$ cat src/rtl/diaosi_types_pkg.sv
// Shared types for the fetch-stage branch predictor: control-flow kinds and predictor modes.
package diaosi_types_pkg;

    typedef enum logic [1:0] {
        BR   = 2'd0,
        J    = 2'd1,
        JAL  = 2'd2,
        JR31 = 2'd3
    } br_kind_t;

    typedef enum int {
        BPRED_STATIC    = 0,
        BPRED_BIMODAL   = 1,
        BPRED_BTB_TAKEN = 2
    } bpred_mode_t;

endpackage

$ cat src/rtl/return_addr_stack.sv
// Circular return-address stack: a push when full overwrites the oldest slot, a pop when empty is ignored.
module return_addr_stack #(
    parameter int RAS_DEPTH = 4,
    parameter int DATA_W    = 32
) (
    input  logic              CLK,
    input  logic              RST,
    input  logic              push,
    input  logic              pop,
    input  logic [DATA_W-1:0] push_data,
    output logic [DATA_W-1:0] top,
    output logic              empty,
    output logic              full
);

    localparam int PTR_W = $clog2(RAS_DEPTH);

    logic [DATA_W-1:0] slot_q [RAS_DEPTH];
    logic [PTR_W-1:0]  ptr_q, ptr_d;
    logic [PTR_W:0]    cnt_q, cnt_d;

    assign empty = (cnt_q == '0);
    assign full  = (cnt_q == (PTR_W+1)'(RAS_DEPTH));
    assign top   = slot_q[ptr_q - PTR_W'(1)];

    // NOTE: every variable gets a default first so no path leaves it unassigned (no latch).
    always_comb begin
        ptr_d = ptr_q;
        cnt_d = cnt_q;
        if (push) begin
            ptr_d = ptr_q + PTR_W'(1);
            if (!full) cnt_d = cnt_q + (PTR_W+1)'(1);
        end else if (pop && !empty) begin
            ptr_d = ptr_q - PTR_W'(1);
            cnt_d = cnt_q - (PTR_W+1)'(1);
        end
    end

    // NOTE: sequential state uses non-blocking assignment so all flops update together at the edge.
    always_ff @(posedge CLK) begin
        if (RST) begin
            ptr_q <= '0;
            cnt_q <= '0;
        end else begin
            ptr_q <= ptr_d;
            cnt_q <= cnt_d;
        end
    end

    // NOTE: slot storage is deliberately not reset; cnt_q gates every read, so stale data is never used.
    always_ff @(posedge CLK) begin
        if (push && !RST) slot_q[ptr_q] <= push_data;
    end

endmodule

$ cat src/rtl/branch_predict_unit.sv
// Fetch-stage branch predictor: direct-mapped flop BTB with saturating counters plus a RAS for jal/jr $31.
// Lookup is combinational at IF; training, RAS maintenance and perf counters are driven from EX resolution.
module branch_predict_unit
    import diaosi_types_pkg::*;
#(
    parameter int PC_W      = 32,
    parameter int ENTRIES   = 16,
    parameter int CNT_W     = 2,
    parameter int RAS_DEPTH = 4,
    parameter int MODE      = 1
) (
    input  logic            CLK,
    input  logic            RST,
    input  logic [PC_W-1:0] lookup_pc,
    output logic            pred_taken,
    output logic [PC_W-1:0] pred_target,
    input  logic            upd_valid,
    input  logic [PC_W-1:0] upd_pc,
    input  logic [1:0]      upd_kind,
    input  logic            upd_taken,
    input  logic [PC_W-1:0] upd_target,
    input  logic            upd_pred_taken,
    input  logic [PC_W-1:0] upd_pred_target,
    output logic            mispredict,
    output logic [31:0]     hit_cnt,
    output logic [31:0]     mispred_cnt
);

    localparam int               IDX_W    = $clog2(ENTRIES);
    localparam int               TAG_W    = PC_W - IDX_W - 2;
    localparam logic [CNT_W-1:0] CTR_MAX  = '1;
    localparam logic [CNT_W-1:0] CTR_WEAK = CTR_MAX ^ (CTR_MAX >> 1);
    localparam bpred_mode_t      MODE_E   = bpred_mode_t'(MODE);

    typedef struct packed {
        logic             valid;
        logic [TAG_W-1:0] tag;
        logic [PC_W-1:0]  target;
        br_kind_t         kind;
        logic [CNT_W-1:0] ctr;
    } bpred_entry_t;

    bpred_entry_t     btb_q [ENTRIES];
    bpred_entry_t     up_entry, up_entry_d;
    logic             btb_we;
    logic [IDX_W-1:0] lk_idx, up_idx;
    logic [TAG_W-1:0] lk_tag, up_tag;
    logic             lk_hit, up_hit, lk_dir;
    br_kind_t         upd_kind_e;
    logic [PC_W-1:0]  ras_top;
    logic             ras_empty, ras_full_unused;
    logic [31:0]      hit_cnt_q, hit_cnt_d, mispred_cnt_q, mispred_cnt_d;

    assign upd_kind_e = br_kind_t'(upd_kind);
    assign lk_idx     = lookup_pc[IDX_W+1:2];
    assign lk_tag     = lookup_pc[PC_W-1:IDX_W+2];
    assign up_idx     = upd_pc[IDX_W+1:2];
    assign up_tag     = upd_pc[PC_W-1:IDX_W+2];
    assign lk_hit     = btb_q[lk_idx].valid && (btb_q[lk_idx].tag == lk_tag);
    assign up_entry   = btb_q[up_idx];
    assign up_hit     = up_entry.valid && (up_entry.tag == up_tag);

    always_comb begin
        case (MODE_E)
            BPRED_BIMODAL:   lk_dir = lk_hit && ((btb_q[lk_idx].kind != BR) || btb_q[lk_idx].ctr[CNT_W-1]);
            BPRED_BTB_TAKEN: lk_dir = lk_hit;
            default:         lk_dir = 1'b0;
        endcase
    end

    always_comb begin
        pred_taken  = lk_dir && !RST;
        pred_target = lookup_pc + PC_W'(4);
        if (lk_dir && !RST) begin
            if ((btb_q[lk_idx].kind == JR31) && !ras_empty) pred_target = ras_top;
            else                                            pred_target = btb_q[lk_idx].target;
        end
    end

    assign mispredict = upd_valid && !RST &&
                        ((upd_taken != upd_pred_taken) || (upd_taken && (upd_target != upd_pred_target)));

    // Training: a hit retrains in place, a taken miss allocates over whatever lives at the index.
    always_comb begin
        up_entry_d = up_entry;
        btb_we     = 1'b0;
        if (upd_valid) begin
            if (up_hit) begin
                btb_we            = 1'b1;
                up_entry_d.target = upd_target;
                up_entry_d.kind   = upd_kind_e;
                if (upd_taken && (up_entry.ctr != CTR_MAX))
                    up_entry_d.ctr = up_entry.ctr + CNT_W'(1);
                else if (!upd_taken && (up_entry.ctr != '0))
                    up_entry_d.ctr = up_entry.ctr - CNT_W'(1);
            end else if (upd_taken) begin
                btb_we            = 1'b1;
                up_entry_d.valid  = 1'b1;
                up_entry_d.tag    = up_tag;
                up_entry_d.target = upd_target;
                up_entry_d.kind   = upd_kind_e;
                up_entry_d.ctr    = CTR_WEAK;
            end
        end
    end

    always_ff @(posedge CLK) begin
        if (RST) begin
            for (int i = 0; i < ENTRIES; i++) begin
                btb_q[i].valid <= 1'b0;
                btb_q[i].ctr   <= '0;
            end
        end else if (btb_we) begin
            btb_q[up_idx] <= up_entry_d;
        end
    end

    assign hit_cnt_d     = (upd_valid && up_hit && (hit_cnt_q != '1)) ? hit_cnt_q + 32'd1 : hit_cnt_q;
    assign mispred_cnt_d = (mispredict && (mispred_cnt_q != '1)) ? mispred_cnt_q + 32'd1 : mispred_cnt_q;

    always_ff @(posedge CLK) begin
        if (RST) begin
            hit_cnt_q     <= '0;
            mispred_cnt_q <= '0;
        end else begin
            hit_cnt_q     <= hit_cnt_d;
            mispred_cnt_q <= mispred_cnt_d;
        end
    end

    assign hit_cnt     = hit_cnt_q;
    assign mispred_cnt = mispred_cnt_q;

    return_addr_stack #(
        .RAS_DEPTH (RAS_DEPTH),
        .DATA_W    (PC_W)
    ) u_ras (
        .CLK       (CLK),
        .RST       (RST),
        .push      (upd_valid && (upd_kind_e == JAL)),
        .pop       (upd_valid && (upd_kind_e == JR31)),
        .push_data (upd_pc + PC_W'(4)),
        .top       (ras_top),
        .empty     (ras_empty),
        .full      (ras_full_unused)
    );

endmodule

$ cat config.mk
export PLATFORM = sky130hd
export DESIGN_NAME = branch_predict_unit
export DESIGN_NICKNAME = d
export VERILOG_FILES = /design/src/rtl/diaosi_types_pkg.sv /design/src/rtl/return_addr_stack.sv /design/src/rtl/branch_predict_unit.sv
export SDC_FILE = /design/constraint.sdc
export NUM_CORES = 2
export LEC_CHECK = 0
export CAP_MARGIN = 20
export CORE_ASPECT_RATIO = 0.5
export CORE_MARGIN = 5
export CORE_UTILIZATION = 45
export DETAILED_ROUTE_END_ITERATION = 6
export GPL_TIMING_DRIVEN = 0
export HOLD_SLACK_MARGIN = 0.12
export SYNTH_ARGS = -nofsm -noshare
export SYNTH_HDL_FRONTEND = slang
export SYNTH_SLANG_ARGS = --single-unit
export TNS_END_PERCENT = 1
$ cat constraint.sdc
create_clock -name CLK -period 18.5 [get_ports CLK]
set_input_delay 4.625 -clock CLK [delete_from_list [all_inputs] [get_ports CLK]]
set_output_delay 4.625 -clock CLK [all_outputs]
set_load 0.03 [all_outputs]
==> results.env <==
CRITICAL_PATH_REQUIRED_NS=13.88
CTS_INSERTED_BUFFERS=112
TIMING.CRITICAL_PATH.TO_TYPE='primary output'
H-TREE-DEPTH=3
DRT_FIRST_ITER_VIOLATIONS=5020
DETAILROUTE.VIA_COUNT=36900
FLOORPLAN.INITIALDENSITY_PCT=45.4
CP_DATA_ARRIVAL_TIME_NS=11.89
LAYOUT_MIN_CYCLE_TIME_NS=16.52
DR_WL_CELL_UM=37.0
WORST-PATH-STAGES=14
DRT_PASS1_ITERATIONS=6
TOTALWIRELENGTH_MM=205
TIMING_HOLD_VIOLATIONS_FINAL=0
TIMING.HOLD.WORST_PATH_DEPTH=2
WORST_PATH_MOST_REPEATED_CELL='clkbuf_1'
DOMINANTREGCELLSYNTH='edfxtp_1'
PLACE.GP.CONGESTION=0.939
P_PER_AREA_nW_PER_UM2=88.5
SYN-CELL-AREA_SQ_UM=58600
CLOCK-SINKS=1205
PATH_CLASS_OF_THE_LOWEST_SLACK_MIN_DELAY_PATH='reg -> reg'
REPORT.POWER.TOTAL_W=0.00613
ROWS=93
MAX_FREQ_GHz=0.0606
LATEST_CLOCK_ARRIVAL_WITHIN_THE_WORST_SKEW_PAIR_NS=0.75
LAYOUT.CORE_UTILIZATION_PCT=53.7
SHARE_OF_CELLS_ABOVE_DRIVE_STRENGTH_1_PCT=27.5
AREA_DELTA_SYNTH_FINAL_PCT=18.2
POST_CTS_SETUP_BUFS=0
IR_DROP_WORST_CASE_VDD_uV=75.0
TIMING.FINAL.SETUP_VIOLATIONS=0
CLK_PIN_SLEW_WORST_PATHS_NS=0.07
GR-USAGE-MET2_PCT=46.6
CP_CELL_SEQUENCE='clkdlybuf4s50_1 -> clkbuf_1 -> clkbuf_1 -> clkbuf_1 -> mux4_2 -> mux4_2 -> xnor2_1 -> nand4_1 -> nor3_1 -> nand4b_1 -> clkbuf_1 -> clkbuf_1 -> a21oi_1 -> clkdlybuf4s50_1'
POWER.INTERNAL_W=0.00461
CTS-HOLD-FIX-BUFFERS=0
FP.DIEH_UM=265
CTS-ROOT-BUF='clkbuf_16'
NET-SWITCHING-POWER_W=0.00152
SWITCH_SHARE_PCT=24.7
HPWLAFTERDP_MM=149
RUN_STATUS='completed'
HOLDWS_NS=0.499
GRT_REMAINING_OVERFLOW=0
TOP_CELL_TYPE_BY_TOTAL_AREA_AFTER_SYNTHESIS='edfxtp_1'
MAXIMUM_NUMBER_OF_PINS_ON_ONE_NET_BEFORE_GLOBAL_ROUTE_REPAIR=22
SYN-INSTANCE-COUNT=3263
DRTANTENNAVIOLNETS=0
LAYOUT_WORST_PATH_CYCLE_SHARE_PCT=89.3
CTS.REPAIR.RESIZED=0
IOS=233
CORE_AREA_SQ_UM=129000
PLEAK_nW=21.8
POSTSYNTHREGISTERBITS=1205
GRTUSAGEMET1_PCT=39.8
WORST_SLEW_PIN_SLEW_NS=1.23
PWR-SHARE-CLK_PCT=38.6
GRT_USE_MET3_PCT=7.43
CAP_VIOL_MAX_COUNT=0
CRITICAL_PATH_SLOWEST_STAGE_CELL='clkbuf_1'
GRT_ANTENNA_BEFORE_REPAIR=12
WORST_PATH_LARGEST_CELL_DELAY_NS=0.86
SYNTHDOMINANTCELLAREASHARE_PCT=58.2
CP_BUFS_INVS=7
SYNTH_EDF_COUNT=1136
PORT_BUFFERS=221
FP.DIEAREA_SQ_UM=138000
PLACEDCELLCOUNT=5305
FIN_WORST_SKEW_NS=0.0325
GRT_SETUP_UNREPAIRED='false'
DIE_W_UM=520
POST_SYNTH_MAIN_AREA_CONTRIBUTORS='edfxtp_1 (58%), mux4_2 (23%), dfxtp_1 (2.4%)'
FIN_TNS_SETUP_NS=0
NNETSFINAL=3875
YOSYSSEQAREASHARE_PCT=60.5
CLOCK_PATH_BUFFERS=3
SLEW_HEADROOM_PCT=18.0
SEQPWRFRAC_PCT=49.8
FINISH.CELL_COUNT_WITHOUT_FILLERS=5540
REGTOREGSETUPSLACK_NS=13.17
SETUP.WORST_PATH.START_CLASS='primary input'
CLOCK_TREE_FROM_TRITONCTS='built'
YOSYS_WARNINGS=0
COMBINATIONALPOWERSHARE_PCT=11.6
GROUTE.USAGE.OVERALL_PCT=29.4
DRC=0
WORST-R2R-CELL-COUNT=12
SYN_AREA_CELL_SQ_UM=18.0
SYNTH.NET_COUNT=3412
AVGVIACOUNTPERCELL=6.66
TIMING.FINAL.MAX_SLEW_VIOLATIONS=0
N_FILL_CELL=10100
GRT_FIRST_PASS_WIRELENGTH_MM=284
GLOBALROUTE.BUSIESTLAYER='met2'
CRIT_PATH_MAX_FANOUT=10
CP_TOP_FAMILY='buffers and inverters'
ASYNC_FLOP_SHARE_PCT=0
GRT_PASS1_VIAS=36800
NETLIST-CELL-TYPE-COUNT=75
CRITICAL_PATH_CLASS='in -> out'
==> cells in the mapped netlist, drive strengths merged (6+ instances only) <==
cell	number
nand2	113
a211oi	31
and3	20
a21oi	65
or3	14
xnor2	104
nor3	58
dfxtp	69
and2	14
nand3b	6
a21o	12
o31ai	11
nor2	110
xor2	59
mux4	596
o311ai	8
mux2i	94
o21ai	32
o22ai	16
nand4	34
nand3	56
nor2b	49
or2	19
nand2b	9
buf	110
ha	13
nor4	10
inv	34
mux2	98
and4	13
edfxtp	1136
or4	14
a22oi	23
o41ai	13
o211ai	9
clkbuf	130
==> power groups by stage <==
stage	Clock, W	Sequential, W	Combinational (W)
CTS	0.00238	0.00305	0.000696
floorplan	0	0.00311	0.000397
finish	0.00236	0.00305	0.000712
detailed placement	0	0.00311	0.000694
global route	0.00250	0.00305	0.000738
global placement	0	0.00311	0.000661
==> worst register-to-register path, cell delays in order, from the launching register on <==
cell	delay, ns
edfxtp_1	0.38
mux4_2	0.50
mux2i_1	0.25
xnor2_1	0.10
a221oi_1	0.49
o2111ai_1	0.31
nor4_4	0.61
a32oi_1	0.45
or2_1	0.36
buf_2	0.23
nor2_4	0.75
buf_12	0.33
buf_12	0.25
==> layer usage <==
metal  vias to the layer above  part of all wire (%)
li1                      14600                     -
met1                     19600                    38
met2                      2282                    47
met3                       398                    11
met4                         0                   4.0
met5                         -                     0
==> through the flow <==
stage | worst slack [ns] | instance area [sq um]
floorplan | 5.54 | 58600
global placement | 0.580 | 63000
detailed placement | 1.96 | 65400
CTS | 1.89 | 69100
global route | 1.91 | 69300
finish | 1.98 | 69300
==> state kept, by name (all words and copies together), names as in the netlist <==
register / cells
u_ras.slot_q: 128
btb_q: 1008
mispred_cnt: 32
u_ras.cnt_q: 3
u_ras.ptr_q: 2
hit_cnt: 32
==> kinds of logic (layout without fill, tap and decap cells) <==
group           Yosys count  in the layout  share of synthesized area [%]
xor+xnor                163            163                           2.44
other cells               0              6                              0
compound gates          262            262                           3.07
flops                  1205           1205                           60.5
buf+inv                 276            837                           2.24
fa+ha+maj                14             14                          0.312
simple gates            555            555                           5.02
mux                     788            788                           26.4
==> final cells by class <==
cell class | instances | area [sq um] | share of cell area, %
multi-input combinational | 1782 | 21900 | 31.7
antenna | 6 | 15.0 | 0.0217
inverter | 36 | 135 | 0.195
tap | 1710 | 2140 | 3.09
buffer | 240 | 1180 | 1.70
sequential | 1205 | 35500 | 51.2
clock buffer | 156 | 3070 | 4.43
timing repair buffer | 349 | 4720 | 6.82
clock inverter | 56 | 583 | 0.842
==> worst paths after layout <==
path	from	end
worst max-delay path	lookup_pc[3]	pred_target[10]
worst min-delay path	hit_cnt[6]	hit_cnt[6]
worst max register to register	btb_q[11][41]	btb_q[6][29]
worst min register to register	hit_cnt[6]	hit_cnt[6]
==> cell usage in the layout, fill, tap and decap left out, types with 59 or more instances in the layout <==
master,netlist,layout
edfxtp_1,1136,1136
mux4_2,596,596
clkdlybuf4s50_1,0,221
clkbuf_1,130,165
clkbuf_16,0,116
nand2_1,113,113
xnor2_1,104,104
nor2_1,109,97
mux2i_1,94,94
dfxtp_1,69,69
a21oi_1,65,65
xor2_1,59,59
(Power assumes the default switching activity.)
